**src/rtl/codec_i2s_ctrl.sv**
```systemverilog
`default_nettype none
// ============================================================================
// Module      : codec_i2s_ctrl
// Description : Master clock and sequence controller for the codec I2S link.
//               After reset release it holds the codec in reset for a fixed
//               power-up period. It then generates BCLK and LRCLK from clk on
//               start/stop commands. It also produces single-cycle clk-domain
//               strobes so that neighbouring blocks need no edge detectors.
// Ports       : clk         - system clock; all logic on the rising edge
//               rst         - synchronous reset, active-low
//               start       - begin streaming; honoured only in IDLE
//               stop        - finish streaming at the next frame boundary
//               codec_rst_n - codec hardware reset, active-low
//               bclk        - bit clock
//               lrclk       - word select (0 = left, 1 = right)
//               bclk_rise   - first clk cycle in which bclk reads 1
//               bclk_fall   - first clk cycle in which bclk reads 0
//               frame_start - first cycle of each left slot
//               slot_bit    - bit index within the frame
//               busy        - streaming (RUN or DRAIN)
//               ready       - idle and able to accept start
// Revision    : 1.0 - initial release
// ============================================================================
module codec_i2s_ctrl #(
    parameter int BCLK_HALF  = 2,
    parameter int SLOT_BITS  = 32,
    parameter int RST_CYCLES = 1000
) (
    input  logic                            clk,
    input  logic                            rst,
    input  logic                            start,
    input  logic                            stop,
    output logic                            codec_rst_n,
    output logic                            bclk,
    output logic                            lrclk,
    output logic                            bclk_rise,
    output logic                            bclk_fall,
    output logic                            frame_start,
    output logic [$clog2(2*SLOT_BITS)-1:0]  slot_bit,
    output logic                            busy,
    output logic                            ready
);

    localparam int c_DIV_W  = (BCLK_HALF > 1)  ? $clog2(BCLK_HALF)  : 1;
    localparam int c_HOLD_W = (RST_CYCLES > 1) ? $clog2(RST_CYCLES) : 1;
    localparam int c_SLOT_W = $clog2(2*SLOT_BITS);

    localparam logic [c_DIV_W-1:0]  c_DIV_LAST  = c_DIV_W'(BCLK_HALF - 1);
    localparam logic [c_HOLD_W-1:0] c_HOLD_LAST = c_HOLD_W'(RST_CYCLES - 1);
    localparam logic [c_SLOT_W-1:0] c_SLOT_LAST = c_SLOT_W'(2*SLOT_BITS - 1);
    localparam logic [c_SLOT_W-1:0] c_SLOT_HALF = c_SLOT_W'(SLOT_BITS);

    typedef enum logic [1:0] {
        ST_HOLD  = 2'd0,
        ST_IDLE  = 2'd1,
        ST_RUN   = 2'd2,
        ST_DRAIN = 2'd3
    } state_t;

    state_t                r_state,     w_state;
    logic [c_HOLD_W-1:0]   r_hold_cnt,  w_hold_cnt;
    logic [c_DIV_W-1:0]    r_div,       w_div;
    logic [c_SLOT_W-1:0]   r_slot_bit,  w_slot_bit;
    logic [c_SLOT_W-1:0]   w_slot_inc;
    logic                  r_codec_rst_n, w_codec_rst_n;
    logic                  r_bclk,      w_bclk;
    logic                  r_lrclk,     w_lrclk;
    logic                  r_bclk_rise, w_bclk_rise;
    logic                  r_bclk_fall, w_bclk_fall;
    logic                  r_frame_start, w_frame_start;
    logic                  r_busy,      w_busy;
    logic                  r_ready,     w_ready;

    always_ff @(posedge clk) begin
        if (!rst) begin
            r_state       <= ST_HOLD;
            r_hold_cnt    <= '0;
            r_div         <= '0;
            r_slot_bit    <= '0;
            r_codec_rst_n <= 1'b0;
            r_bclk        <= 1'b0;
            r_lrclk       <= 1'b0;
            r_bclk_rise   <= 1'b0;
            r_bclk_fall   <= 1'b0;
            r_frame_start <= 1'b0;
            r_busy        <= 1'b0;
            r_ready       <= 1'b0;
        end else begin
            r_state       <= w_state;
            r_hold_cnt    <= w_hold_cnt;
            r_div         <= w_div;
            r_slot_bit    <= w_slot_bit;
            r_codec_rst_n <= w_codec_rst_n;
            r_bclk        <= w_bclk;
            r_lrclk       <= w_lrclk;
            r_bclk_rise   <= w_bclk_rise;
            r_bclk_fall   <= w_bclk_fall;
            r_frame_start <= w_frame_start;
            r_busy        <= w_busy;
            r_ready       <= w_ready;
        end
    end

    always_comb begin
        w_state       = r_state;
        w_hold_cnt    = r_hold_cnt;
        w_div         = r_div;
        w_slot_bit    = r_slot_bit;
        w_slot_inc    = r_slot_bit + 1'b1;
        w_codec_rst_n = r_codec_rst_n;
        w_bclk        = r_bclk;
        w_lrclk       = r_lrclk;
        w_bclk_rise   = 1'b0;
        w_bclk_fall   = 1'b0;
        w_frame_start = 1'b0;

        case (r_state)
            ST_HOLD: begin
                if (r_hold_cnt == c_HOLD_LAST) begin
                    w_state       = ST_IDLE;
                    w_codec_rst_n = 1'b1;
                end else begin
                    w_hold_cnt = r_hold_cnt + 1'b1;
                end
            end

            ST_IDLE: begin
                w_bclk     = 1'b0;
                w_lrclk    = 1'b0;
                w_slot_bit = '0;
                w_div      = '0;
                // A simultaneous stop cancels the start.
                if (start && !stop) begin
                    w_state       = ST_RUN;
                    w_frame_start = 1'b1;
                end
            end

            default: begin // ST_RUN, ST_DRAIN
                if (stop && (r_state == ST_RUN)) begin
                    w_state = ST_DRAIN;
                end
                if (r_div != c_DIV_LAST) begin
                    w_div = r_div + 1'b1;
                end else begin
                    w_div  = '0;
                    w_bclk = ~r_bclk;
                    if (!r_bclk) begin
                        w_bclk_rise = 1'b1;
                    end else begin
                        w_bclk_fall = 1'b1;
                        if (r_slot_bit == c_SLOT_LAST) begin
                            // Frame boundary: a drain ends here, otherwise
                            // a new left slot begins.
                            w_slot_bit = '0;
                            w_lrclk    = 1'b0;
                            if (r_state == ST_DRAIN) begin
                                w_state = ST_IDLE;
                            end else begin
                                w_frame_start = 1'b1;
                            end
                        end else begin
                            w_slot_bit = w_slot_inc;
                            w_lrclk    = (w_slot_inc >= c_SLOT_HALF);
                        end
                    end
                end
            end
        endcase

        w_busy  = (w_state == ST_RUN) || (w_state == ST_DRAIN);
        w_ready = (w_state == ST_IDLE);
    end

    assign codec_rst_n = r_codec_rst_n;
    assign bclk        = r_bclk;
    assign lrclk       = r_lrclk;
    assign bclk_rise   = r_bclk_rise;
    assign bclk_fall   = r_bclk_fall;
    assign frame_start = r_frame_start;
    assign slot_bit    = r_slot_bit;
    assign busy        = r_busy;
    assign ready       = r_ready;

endmodule
`default_nettype wire

```
**config.mk**
```make
export PLATFORM = sky130hd
export DESIGN_NAME = codec_i2s_ctrl
export DESIGN_NICKNAME = d
export VERILOG_FILES = /design/src/rtl/codec_i2s_ctrl.sv
export SDC_FILE = /design/constraint.sdc
export NUM_CORES = 1
export LEC_CHECK = 0
export ABC_AREA = 1
export CORE_UTILIZATION = 55
export DETAILED_ROUTE_END_ITERATION = 6
export GPL_TIMING_DRIVEN = 0
export HOLD_SLACK_MARGIN = 0.02
export PLACE_DENSITY = 0.85
export SYNTH_ARGS = -nofsm -noshare
export SYNTH_HDL_FRONTEND = slang
export SYNTH_SLANG_ARGS = --single-unit
export TNS_END_PERCENT = 1
```
**constraint.sdc**
```tcl
create_clock -name clk -period 3.19 [get_ports clk]
set_input_delay 0.4785 -clock clk [delete_from_list [all_inputs] [get_ports clk]]
set_output_delay 0.4785 -clock clk [all_outputs]
set_load 0.03 [all_outputs]
```
==> results by group <==
Placement
  • Port Buf Inserts: 16
  • GP Congestion: 0.860
  • Placed cells: 222
  • DPL Wire Length: 1870 um
  • Pre-CTS setup slack: 1.57 ns

Clock tree
  • Post-CTS Setup Inserts: 0
  • Worst-path clk slew: 0.13 ns
  • Clock Latency Late Sink: 0.32 ns
  • TritonCTS clock tree: yes
  • # hold bufs at CTS: 0
  • CTS Buffer Depth: 2
  • Htree depth: 1
  • CTS buffer count: 3
  • CTS resizes: 0
  • CTS root buf: clkbuf_4
  • Clk sink count: 26

GRT
  • GR met3 Demand/Resource: 2.16%
  • GRT overflow: 0
  • First-pass GRT wire length: 4350 um
  • GR Util met1: 32.2%
  • Most Crowded Layer GR: met2
  • Largest net degree at the start of global routing: 14
  • Initial antenna violation count: 0
  • Vias in the first global route: 1,048
  • Total GRT Usage: 22.3%
  • Met2 global-route usage: 34.2%

Layout
  • Finished Layout Cells: 225
  • Layout fillers: 176
  • Area occupied by multi-input gates: 607 um^2
  • Core Util, Final: 71.6%
  • Area Overhead vs Synth: 17.4%
  • Layout cell share with drive strength beyond 1: 12.1%
  • Sequential Area: 520 um^2
  • # nets final: 206
  • ANT cells: 0

Synthesis
  • Total nets after synthesis: 185
  • Seq/Total Area, Yosys: 41.8%
  • EDFF count, synth: 0
  • Synth area leaders: dfxtp_1 42%, nand2_1 11%, nor2_1 8.4%, inv_1 6.6%, a21oi_1 6.0%
  • Netlist cell types: 25
  • Ys async rst share: 0%
  • #FFs+latches synth: 26
  • Cell Area, Synth: 1250 um^2
  • Synth area leader: dfxtp_1
  • Ys Warns: 0
  • Synth top area share: 41.8%
  • Synth Flop Type: dfxtp_1
  • Syn Inst Count: 179
  • Mean Syn Cell Area: 6.96 um^2

STA
  • Fin Setup TNS: 0 ns
  • WHS: 0.430 ns
  • Worst slew pin tran: 0.471 ns
  • Final Hold Fails: 0
  • Setup violators final: 0
  • Maximum achievable frequency: 0.502 GHz
  • Fin crit share: 62.5%
  • Max-slew headroom: 68.6%
  • Clock skew: 0.00171 ns
  • Setup WS post-layout: 1.20 ns
  • Pins Over Slew Limit: 0
  • Unrepaired setup endpoints after global routing: false
  • Tmin final: 1.99 ns

Outcome
  • Status: complete, no violations

Route
  • Drt pass-1 iters: 4
  • Vias per Instance: 5.16
  • ANT nets after route: 0
  • Number of remaining DRC errors: 0
  • Vias: 1,160
  • Wire length per cell: 11.0 um
  • Total Wirelength: 2470 um
  • DR iter-0 viols: 31

Die
  • Core Area: 2040 um^2
  • Starting density of the core: 61.0%
  • # IOs: 18
  • Die Ht: 49.6 um
  • Standard-cell rows: 16
  • Die W: 49.6 um
  • DIE AREA: 2460 um^2

Min path
  • Hold Startpoint: rst
  • Worst Hold Class: input pin to flop
  • Hold Path Sink: codec_rst_n
  • Worst hold stages: 2

Setup path
  • Worst-path fanout max: 6
  • Slowest cell on crit path: clkdlybuf4s50_1
  • Cell family with most CP delay: buffers and inverters
  • Max incr delay on CP: 0.72 ns
  • Worst reg2reg startpoint: r_hold_cnt[0]
  • Crit-path cells: clkdlybuf4s50_1
  • R2R Setup Slk: 1.70 ns
  • CP endpoint kind: output port
  • Worst r2r path cells: 8
  • Reg-to-reg critical path endpoint: r_hold_cnt[2]
  • Type of origin of the critical path: flop
  • Arr. time, crit path: 1.51 ns
  • Worst EP required: 2.71 ns
  • Crit path kind: flop to output port
  • CP Buf/Inv Count: 1

Flow run
  • Max Cap Viol: 0

Power and ir drop
  • Net Sw Frac: 22.7%
  • Pwr Density: 337 nW/um^2
  • Lkg Pwr: 0.602 nW
  • Register share of total power: 67.3%
  • Cell Int Power: 0.380 mW
  • Clk network pwr share: 28.5%
  • Switching power: 0.112 mW
  • Peak VDD IR: 0.283 mV
  • Combinational share of power: 4.2%
## cells in the mapped netlist, drive strengths merged, types with 2 or more instances
cell type	instances
nand4	3
o21a	2
a21oi	16
nand3	11
nor3	4
nand2	41
inv	28
ha	2
o21ai	9
dfxtp	26
nor2	33
## final cells by class
cell class,instances,area share (%)
flip-flops and latches,26,35.6
plain buffers,2,0.770
well taps,27,2.31
multi-input cells,123,41.5
inverters,28,7.36
clock buffers,3,1.54
repair buffers,16,10.9
## worst reg2reg max path: stages (launching register included)
cell and delay (ns):
dfxtp_1 0.40, ha_1 0.26, nand2_1 0.07, nor2_1 0.12
nand3_2 0.15, nand2_2 0.16, inv_2 0.08, a21oi_1 0.13
nor2_1 0.05
## registers in the layout, summed over array words and instances (netlist names)
| signal | flops |
|---|---|
| codec_rst_n | 1 |
| ready | 1 |
| slot_bit | 6 |
| r_state | 2 |
| r_hold_cnt | 10 |
| lrclk | 1 |
| bclk_fall | 1 |
| bclk_rise | 1 |
| bclk | 1 |
| frame_start | 1 |
| r_div | 1 |
## how the worst max path moves through the flow
stage | end | startpoint | cells after the start | slack, ns
after floorplan | ready | slot_bit[0] | 7 | 1.71
after global placement | busy | r_state[1] | 1 | 1.57
after detailed placement | busy | r_state[1] | 1 | 1.57
after CTS | busy | r_state[1] | 1 | 1.19
after global routing | busy | r_state[1] | 1 | 1.15
final | busy | r_state[1] | 1 | 1.20
## power by group through the flow
| stage | clock (mW) | sequential (mW) | combinational [mW] |
|---|---|---|---|
| finish | 0.140 | 0.331 | 0.0208 |
| CTS | 0.140 | 0.331 | 0.0206 |
| global placement | 0 | 0.338 | 0.0194 |
| floorplan | 0 | 0.338 | 0.0138 |
| detailed placement | 0 | 0.339 | 0.0205 |
| global route | 0.151 | 0.332 | 0.0229 |
## cells by family (layout without fill, tap and decap cells)
group / after synthesis / count (layout) / synth area share, %
buffers and inverters: 30 / 49 / 9.54
adders and majority gates: 2 / 2 / 2.01
and+or+nand+nor: 92 / 92 / 33.6
DFF: 26 / 26 / 41.8
xor gates and xnor gates: 1 / 1 / 0.703
AOI/OAI and AO/OA: 28 / 28 / 12.3
## metrics by stage
step                      instance area, um^2  total power [mW]
after global placement                   1440             0.358
after floorplan                          1250             0.351
after global routing                     1460             0.506
after CTS                                1460             0.492
after detailed placement                 1440             0.359
final                                    1460             0.492
## metal layers
layer	share of wire, %	up-vias
li1	-	603
met1	48	514
met2	44	38
met3	6.4	5
met4	1.6	0
met5	0	-
## cells in the final DEF (no fill, tap or decap), types with 3 or more instances in the layout
master           count
o21ai_0              7
nor2_2               4
clkdlybuf4s50_1     16
nor3_1               4
nand2_1             35
nand3_1             10
clkbuf_4             3
dfxtp_1             26
nor2_1              28
a21oi_1             15
nand2_2              4
nand4_1              3
inv_1               22
inv_2                5
(Power assumes the default switching activity.)
